## src/rtl/vga_fb_arbiter.sv

```systemverilog
// rtl/vga_fb_arbiter.sv - framebuffer RAM arbiter between VGA scanout prefetch and a pixel writer
// Scanout reads reserve a FIFO slot at grant, so the prefetch FIFO can never overflow.

module vga_fb_fifo #(
    parameter int DATA_W = 24,
    parameter int DEPTH  = 16
) (
    input  logic                     clk,
    input  logic                     rst,
    input  logic                     flush,
    input  logic                     push,
    input  logic [DATA_W-1:0]        push_data,
    input  logic                     pop,
    output logic [DATA_W-1:0]        head,
    output logic                     not_empty,
    output logic [$clog2(DEPTH):0]   count
);
    localparam int PTR_W = $clog2(DEPTH);

    logic [DATA_W-1:0] mem_q [DEPTH];
    logic [PTR_W-1:0]  rd_ptr_q, rd_ptr_d;
    logic [PTR_W-1:0]  wr_ptr_q, wr_ptr_d;
    logic [PTR_W:0]    count_q, count_d;
    logic              do_push, do_pop;

    always_comb begin
        do_push  = push && !flush;
        do_pop   = pop && (count_q != '0) && !flush;
        rd_ptr_d = rd_ptr_q;
        wr_ptr_d = wr_ptr_q;
        count_d  = count_q;
        if (flush) begin
            rd_ptr_d = '0;
            wr_ptr_d = '0;
            count_d  = '0;
        end else begin
            if (do_push) wr_ptr_d = wr_ptr_q + 1'b1;
            if (do_pop)  rd_ptr_d = rd_ptr_q + 1'b1;
            case ({do_push, do_pop})
                2'b10:   count_d = count_q + 1'b1;
                2'b01:   count_d = count_q - 1'b1;
                default: count_d = count_q;
            endcase
        end
    end

    always_ff @(posedge clk) begin
        if (rst) begin
            rd_ptr_q <= '0;
            wr_ptr_q <= '0;
            count_q  <= '0;
        end else begin
            rd_ptr_q <= rd_ptr_d;
            wr_ptr_q <= wr_ptr_d;
            count_q  <= count_d;
        end
    end

    always_ff @(posedge clk) begin
        if (do_push) mem_q[wr_ptr_q] <= push_data;
    end

    assign not_empty = (count_q != '0);
    assign head      = not_empty ? mem_q[rd_ptr_q] : '0;
    assign count     = count_q;
endmodule

module vga_fb_arbiter #(
    parameter int WIDTH      = 1024,
    parameter int HEIGHT     = 768,
    parameter int PIXEL_W    = 24,
    parameter int FIFO_DEPTH = 16,
    parameter int LOW_WM     = 4,
    parameter int ADDR_W     = $clog2(WIDTH * HEIGHT)
) (
    input  logic               clk,
    input  logic               rst,
    input  logic               frame_sync,
    input  logic               pix_rd,
    output logic [PIXEL_W-1:0] pix_data,
    output logic               pix_valid,
    output logic               underflow,
    input  logic               wr_valid,
    output logic               wr_ready,
    input  logic [ADDR_W-1:0]  wr_addr,
    input  logic [PIXEL_W-1:0] wr_data,
    output logic               mem_en,
    output logic               mem_we,
    output logic [ADDR_W-1:0]  mem_addr,
    output logic [PIXEL_W-1:0] mem_wdata,
    input  logic [PIXEL_W-1:0] mem_rdata
);
    localparam int TOTAL = WIDTH * HEIGHT;
    localparam int CNT_W = $clog2(FIFO_DEPTH) + 1;
    localparam int LVL_W = CNT_W + 1;

    logic [ADDR_W-1:0]  fp_q, fp_d;
    logic [1:0]         inf_q, inf_d;
    logic               rd_ret_q, rd_ret_d;
    logic               rd_stale_q, rd_stale_d;
    logic               underflow_q, underflow_d;
    logic               mem_en_q, mem_en_d;
    logic               mem_we_q, mem_we_d;
    logic [ADDR_W-1:0]  mem_addr_q, mem_addr_d;
    logic [PIXEL_W-1:0] mem_wdata_q, mem_wdata_d;

    logic [CNT_W-1:0]   fifo_count;
    logic [LVL_W-1:0]   level;
    logic               urgent, grant_rd, grant_wr, push_en;

    vga_fb_fifo #(
        .DATA_W (PIXEL_W),
        .DEPTH  (FIFO_DEPTH)
    ) u_fifo (
        .clk       (clk),
        .rst       (rst),
        .flush     (frame_sync),
        .push      (push_en),
        .push_data (mem_rdata),
        .pop       (pix_rd),
        .head      (pix_data),
        .not_empty (pix_valid),
        .count     (fifo_count)
    );

    always_comb begin
        level    = LVL_W'(fifo_count) + LVL_W'(inf_q);
        urgent   = (level <= LVL_W'(LOW_WM));
        grant_rd = 1'b0;
        grant_wr = 1'b0;
        if (!rst && !frame_sync) begin
            if (urgent)                            grant_rd = 1'b1;
            else if (wr_valid)                     grant_wr = 1'b1;
            else if (level < LVL_W'(FIFO_DEPTH))   grant_rd = 1'b1;
        end
        wr_ready = !rst && !frame_sync && !urgent;

        // Stale returns still retire their slot in inf but never reach the FIFO.
        push_en     = rd_ret_q && !rd_stale_q;
        rd_ret_d    = mem_en_q && !mem_we_q;
        rd_stale_d  = frame_sync;
        inf_d       = inf_q + 2'(grant_rd) - 2'(rd_ret_q);
        underflow_d = underflow_q || (pix_rd && !pix_valid);

        fp_d = fp_q;
        if (frame_sync)                           fp_d = '0;
        else if (grant_rd)                        fp_d = (fp_q == ADDR_W'(TOTAL - 1)) ? '0 : fp_q + 1'b1;

        mem_en_d    = grant_rd || grant_wr;
        mem_we_d    = grant_wr;
        mem_addr_d  = grant_rd ? fp_q : (grant_wr ? wr_addr : mem_addr_q);
        mem_wdata_d = grant_wr ? wr_data : mem_wdata_q;
    end

    always_ff @(posedge clk) begin
        if (rst) begin
            fp_q        <= '0;
            inf_q       <= '0;
            rd_ret_q    <= 1'b0;
            rd_stale_q  <= 1'b0;
            underflow_q <= 1'b0;
            mem_en_q    <= 1'b0;
            mem_we_q    <= 1'b0;
            mem_addr_q  <= '0;
            mem_wdata_q <= '0;
        end else begin
            fp_q        <= fp_d;
            inf_q       <= inf_d;
            rd_ret_q    <= rd_ret_d;
            rd_stale_q  <= rd_stale_d;
            underflow_q <= underflow_d;
            mem_en_q    <= mem_en_d;
            mem_we_q    <= mem_we_d;
            mem_addr_q  <= mem_addr_d;
            mem_wdata_q <= mem_wdata_d;
        end
    end

    assign underflow = underflow_q;
    assign mem_en    = mem_en_q;
    assign mem_we    = mem_we_q;
    assign mem_addr  = mem_addr_q;
    assign mem_wdata = mem_wdata_q;
endmodule

```

## config.mk

```make
export PLATFORM = sky130hd
export DESIGN_NAME = vga_fb_arbiter
export DESIGN_NICKNAME = d
export VERILOG_FILES = /design/src/rtl/vga_fb_arbiter.sv
export SDC_FILE = /design/constraint.sdc
export NUM_CORES = 1
export LEC_CHECK = 0
export CORE_ASPECT_RATIO = 1.4
export CORE_MARGIN = 8
export CORE_UTILIZATION = 35
export CTS_BUF_LIST = sky130_fd_sc_hd__clkbuf_4
export CTS_CLUSTER_SIZE = 12
export DETAILED_ROUTE_END_ITERATION = 8
export GPL_TIMING_DRIVEN = 0
export PLACE_DENSITY = 0.48
export SKIP_CTS_REPAIR_TIMING = 1
export SLEW_MARGIN = 10
export SYNTH_ARGS = -nofsm -noshare
export SYNTH_HDL_FRONTEND = slang
export SYNTH_HIERARCHICAL = 1
export SYNTH_SLANG_ARGS = --single-unit
```

## constraint.sdc

```tcl
create_clock -name clk -period 4.4 [get_ports clk]
set_input_delay 1.32 -clock clk [delete_from_list [all_inputs] [get_ports clk]]
set_output_delay 1.32 -clock clk [all_outputs]
set_load 0.05 [all_outputs]
```

======== Word-level counts from Yosys, hierarchy flattened ========
Memories as Yosys holds them, arrays and structs flattened. A register that Yosys moved wholly into a read port is not among the register bits.
Cells that the tools add are included.
storage, ports and cells
  bits in registers ....................... 84
  memory bits (writable) .................. 384
  input port bits ......................... 73
  output and inout port bits .............. 73
  memories ................................ 1
operators by class
  add/sub/neg operators ................... 8
  magnitude comparators ................... 2
  equality and inequality tests ........... 3
  muxes and demuxes ....................... 16
  reduce and logical (&&, ||, !) cells .... 20
memory list
  memory        words  width  read ports  clocked after Yosys merged registers in  write ports  line  source
  u_fifo.mem_q  16     24     1           1                                        1            20    logic [DATA_W-1:0] mem_q [DEPTH];
operators by type and width
  kind                                                                               count
  20-bit 2-to-1 mux                                                                  3
  24-bit 2-to-1 mux                                                                  1
  20-bit by 1-bit adder with 20-bit output (second input constant)                   1
  20-bit equality test (second input constant)                                       1
  5-bit case mux with 2 select lines                                                 1
  1-bit 2-to-1 mux                                                                   9
  4-bit by 1-bit adder with 4-bit output (second input constant)                     2
  1-bit logical AND                                                                  8
  4-bit 2-to-1 mux                                                                   2
  5-bit by 2-bit adder with 6-bit output                                             1
  6-bit by 3-bit less-or-equal comparator with 1-bit output (second input constant)  1
  1-bit zero test                                                                    6
  6-bit by 5-bit < comparator with 1-bit output (second input constant)              1
  5-bit by 1-bit adder with 5-bit output (second input constant)                     1
  5-bit nonzero test                                                                 1
  5-bit by 1-bit subtractor with 5-bit output (second input constant)                1
  2-bit nonzero test                                                                 2
  2-bit by 1-bit adder with 2-bit output                                             1
  2-bit by 1-bit equality test with 1-bit output (second input constant)             1
  2-bit equality test (second input constant)                                        1
  1-bit logical OR                                                                   2
  2-bit OR reduction                                                                 1
  2-bit by 1-bit subtractor with 2-bit output                                        1

======== Depth between registers and ports, before layout ========
  depth in word-level cells ............... 8
  depth in mapped cells ................... 12
  gate-level depth less buffers ........... 12

======== Hierarchy ========
Netlist, hierarchy kept.
by module, submodules not included
  module          instances  cells an instance  area each (sq um)  seq. area each (sq um)
  vga_fb_fifo     1          713                15578.7            11871.4
  vga_fb_arbiter  1          345                3055.4             1421.4

======== Least setup slack after synthesis ========
No wires, ideal clock.
  path type ............................... input to register
  start point ............................. input port frame_sync
  end point ............................... memory u_fifo.mem_q[0][0] (enable)
  library setup time ...................... 0.435 ns
  arrival time ............................ 3.400 ns
  required time ........................... 3.965 ns
  slack ................................... 0.565 ns
  cell stages on the path ................. 3
  path buffers ............................ 0
  path through ............................ nor2b_1 nand2_1 nor3_1
between the ends
  cells in the longest elaborated chain, start to end .. 4
RTL lines
  element                                 line  source
  start, declared                         78    input logic frame_sync,
  1-bit zero test                         27    do_push = push && !flush;
  1-bit logical AND                       27
  1-bit 2-to-1 mux                        60    if (do_push) mem_q[wr_ptr_q] <= push_data;
  1-bit 2-to-1 mux (implied by the code)  60
  end, declared                           20
Every way passes these cells.

======== Worst setup path in the final report ========
  start point ............................. register u_fifo.count_q[2], in the netlist u_fifo/count[2]
  end point ............................... output port pix_data[18]
between the ends
  cells in the longest elaborated chain, start to end .. 2
RTL lines
  element                 line  source
  start, declared         23    logic [PTR_W:0] count_q, count_d;
  start signal, assigned  55    count_q <= count_d;
  5-bit nonzero test      63    assign not_empty = (count_q != '0);
  24-bit 2-to-1 mux       64    assign head = not_empty ? mem_q[rd_ptr_q] : '0;
  end, declared           80    output logic [PIXEL_W-1:0] pix_data,
Every way passes these cells.

==> results.sh <==
export IMPL_grt_pass1_vias=11600
export IMPL_setup_viol=0
export IMPL_antenna_found_initial=3
export IMPL_port_buffers=145
export IMPL_slew_limit_headroom_pct=32.6
export IMPL_cts_tree="done"
export IMPL_ant_nets=0
export IMPL_grt_max_degree=20
export IMPL_clock_latency_ns=0.83
export IMPL_dr_pass1_iters=4
export IMPL_drt_first_iter_violations=575
export IMPL_end_kind="output port"
export IMPL_fmax_mhz=236
export IMPL_worst_pin_slew_ns=1.01
export IMPL_hold_depth=1
export IMPL_ir_worst_vdd_uv=206
export IMPL_yosysUniqueCellTypes=62
export IMPL_clkPwrFrac_pct=41.6
export IMPL_hold_viol=0
export IMPL_finalNetCount=1434
export IMPL_drive_gt1_share_pct=28.7
export IMPL_post_drt_wl_per_cell_microns=22.6
export IMPL_pwr_share_comb_pct=2.3
export IMPL_core_sq_um=52900
export IMPL_p_sw_mw=1.85
export IMPL_cts_htree_levels=3
export IMPL_start_util_pct=35.2
export IMPL_internal_power_mw=6.78
export IMPL_syn2layout_area_growth_pct=23.0
export IMPL_post_route_worst_setup_slack_ns=0.172
export IMPL_synthCells=1058
export IMPL_crit_type="flop to output port"
export IMPL_root_buffer="clkbuf_4"
export IMPL_status="finished, final reports clean"
export IMPL_regArea_sq_um=13300
export IMPL_syn_area_sq_um=18600
export IMPL_fin_tns_setup_ns=0
export IMPL_grt_pass1_wl_mm=72.5
export IMPL_synth_seq_cells=472
export IMPL_yosys_warnings=6
export IMPL_critPathLaunch="u_fifo/count[2]"
export IMPL_place_hpwl_mm=32.8
export IMPL_power_density_nw_per_um2=376
export IMPL_r2r_cells=9
export IMPL_hold_path_class="flop to flop"
export IMPL_cap_violations=0
export IMPL_syn_nets=1145
export IMPL_rsz0062_at_grt="no"
export IMPL_fin_crit_sh_pct=96.1
export IMPL_seqPwrFrac_pct=56.1
export IMPL_gp_congestion=0.749
export IMPL_async_flop_share_pct=0
export IMPL_holdPathEnd="rd_ret_q"
export IMPL_drc=0
export IMPL_grt_overflow_total=0
export IMPL_multiInputGateArea_sq_um=5090
export IMPL_clock_sinks=472
export IMPL_arrival_ns=2.91
export IMPL_crit_fanout=10
export IMPL_drt_wl_total_mm=48.6
export IMPL_synth_seq_area_share_pct=71.3
export IMPL_synth_edf_count=384
export IMPL_clk_path_buf_depth=3
export IMPL_routed_via_count=10600
export IMPL_timing_rr_start="u_fifo/count[0]"
export IMPL_min_from="mem_we"
export IMPL_die_h_microns=289
export IMPL_dominantRegCellSynth="edfxtp_1"
export IMPL_pin_count=146
export IMPL_maxSlewViolCount=0
export IMPL_switching_share_pct=21.4
export IMPL_worst_setup_path_start_kind="flop"
export IMPL_path_clk_slew_ns=0.07
export IMPL_grtUsageTotal_pct=16.1
export IMPL_die_x_microns=211
export IMPL_rrSetupSlack_ns=1.08
export IMPL_cts_buffers=118
export IMPL_fp_row_count=100
export IMPL_fin_skew_ns=0.0392
export IMPL_avgSynthCellArea_sq_um=17.6
export IMPL_preCtsSetupSlack_ns=-0.628
export IMPL_cellLeakagePower_nw=7.34
export IMPL_min_period_ns=4.23
export IMPL_n_fill_cell=4816
export IMPL_crit_required_ns=3.08
export IMPL_routed_via_density=4.92
export IMPL_die_area_sq_um=61000
export IMPL_timing_rr_end="fp_q[5]"
registers in the layout (all words and copies together), names as in the netlist, 2 cells and up, named ones only:
name             cells
mem_addr            20
u_fifo/wr_ptr_q      4
inf_q                2
fp_q                20
mem_wdata           24
u_fifo/count         5
u_fifo/rd_ptr_q      4
u_fifo/mem_q       384
routing by layer:
| layer | track usage, % | vias up | routed length [microns] |
|---|---|---|---|
| li1 | - | 4806 | - |
| met1 | 17.7 | 5325 | 18600 |
| met2 | 28.9 | 326 | 25500 |
| met3 | 4.67 | 93 | 3150 |
| met4 | 6.47 | 4 | 1270 |
| met5 | 0 | - | 27 |
cells by family (layout without fill, tap and decap cells):
kind of cell	Yosys count	in the layout	share of synthesized area [%]
DFF	472	472	71.3
and+or+nand+nor	205	205	5.41
muxes	170	170	15.6
AOI/OAI and AO/OA	103	103	3.50
buffers and inverters	68	440	1.97
xor gates and xnor gates	26	26	1.22
adders and majority gates	14	14	0.980
other	0	1	0
worst max-delay path, stage by stage (launching register included):
cell and delay [ns]:
dfxtp_2 0.37, buf_6 0.15, or4_4 0.54, nor2_4 0.14
or2_1 0.11, buf_4 0.20, buf_8 0.19, o22ai_1 0.15
buf_2 0.25
power by group through the flow:
stage	clock network, mW	registers, mW	logic [mW]
finish	3.59	4.84	0.200
global route	3.96	4.83	0.220
CTS	3.77	4.83	0.207
detailed placement	0	4.93	0.207
global placement	0	4.93	0.201
floorplan	0	4.94	0.0564
stage by stage:
stage / utilization [%] / std cells / instance area, sq um / hold slack [ns] / power [mW]
global route: 43.3 / 2145 / 22900 / 0.479 / 9.01
CTS: 43.4 / 2144 / 22900 / 0.458 / 8.81
floorplan: - / 1058 / 18600 / 0.449 / 4.99
detailed placement: 40.6 / 1941 / 21500 / 0.420 / 5.14
finish: 43.3 / 2145 / 22900 / 0.448 / 8.62
global placement: 39.6 / 1917 / 21000 / 0.412 / 5.13
layout by cell type (no fill, tap or decap), drive strengths merged, types with 5 or more instances in the layout:
cell type,instances
xnor2,10
nor3b,7
mux2i,74
nor3,11
nand2,87
nor2b,5
mux4,96
xor2,16
ha,13
a21oi,29
o22ai,25
clkbuf,212
nand3,10
clkinv,26
edfxtp,384
clkdlybuf4s50,118
dfxtp,88
nand4,6
o21ai,25
nor2,50
buf,69
inv,10
cells in the mapped netlist (all sizes together) (2+ instances only):
master / n / share of area [%]
a211o: 2 / 0.094
a211oi: 3 / 0.12
a21boi: 2 / 0.081
a21o: 2 / 0.081
a21oi: 29 / 0.78
and3: 4 / 0.13
and4: 2 / 0.094
buf: 33 / 1.2
clkbuf: 24 / 0.50
dfxtp: 88 / 9.5
edfxtp: 384 / 62
ha: 13 / 0.87
inv: 10 / 0.20
mux2i: 74 / 4.0
mux4: 96 / 12
nand2: 87 / 1.8
nand2b: 4 / 0.13
nand3: 10 / 0.27
nand3b: 2 / 0.081
nand4: 6 / 0.20
nor2: 50 / 1.0
nor2b: 5 / 0.17
nor3: 11 / 0.38
nor3b: 7 / 0.36
nor4: 3 / 0.13
nor4b: 2 / 0.17
o21a: 4 / 0.16
o21ai: 25 / 0.79
o22ai: 25 / 0.84
or2: 4 / 0.13
or3: 3 / 0.10
or4: 4 / 0.20
xnor2: 10 / 0.47
xor2: 16 / 0.75
cell type report:
| class | instances | share of cell area, % |
|---|---|---|
| Sequential cell | 472 | 58.0 |
| Multi-Input combinational cell | 518 | 22.2 |
| Timing Repair Buffer | 170 | 7.60 |
| Clock buffer | 175 | 5.73 |
| Tap cell | 714 | 3.90 |
| Buffer | 56 | 1.70 |
| Clock inverter | 28 | 0.650 |
| Inverter | 11 | 0.186 |
| Antenna cell | 1 | 0.0109 |
how the worst max path moves through the flow:
stage / end / slack (ns) / cells after the start
6_report: pix_data[18] / 0.17 / 8
5_1_grt: pix_data[4] / 0.008 / 7
4_1_cts: pix_data[21] / -0.91 / 6
3_5_place_dp: wr_ready / -0.63 / 6
3_3_place_gp: u_fifo/mem_q[2][14] / -2.86 / 4
2_1_floorplan: u_fifo/mem_q[0][0] / 0.57 / 3
No activity file was read; power rests on OpenSTA's default activity.
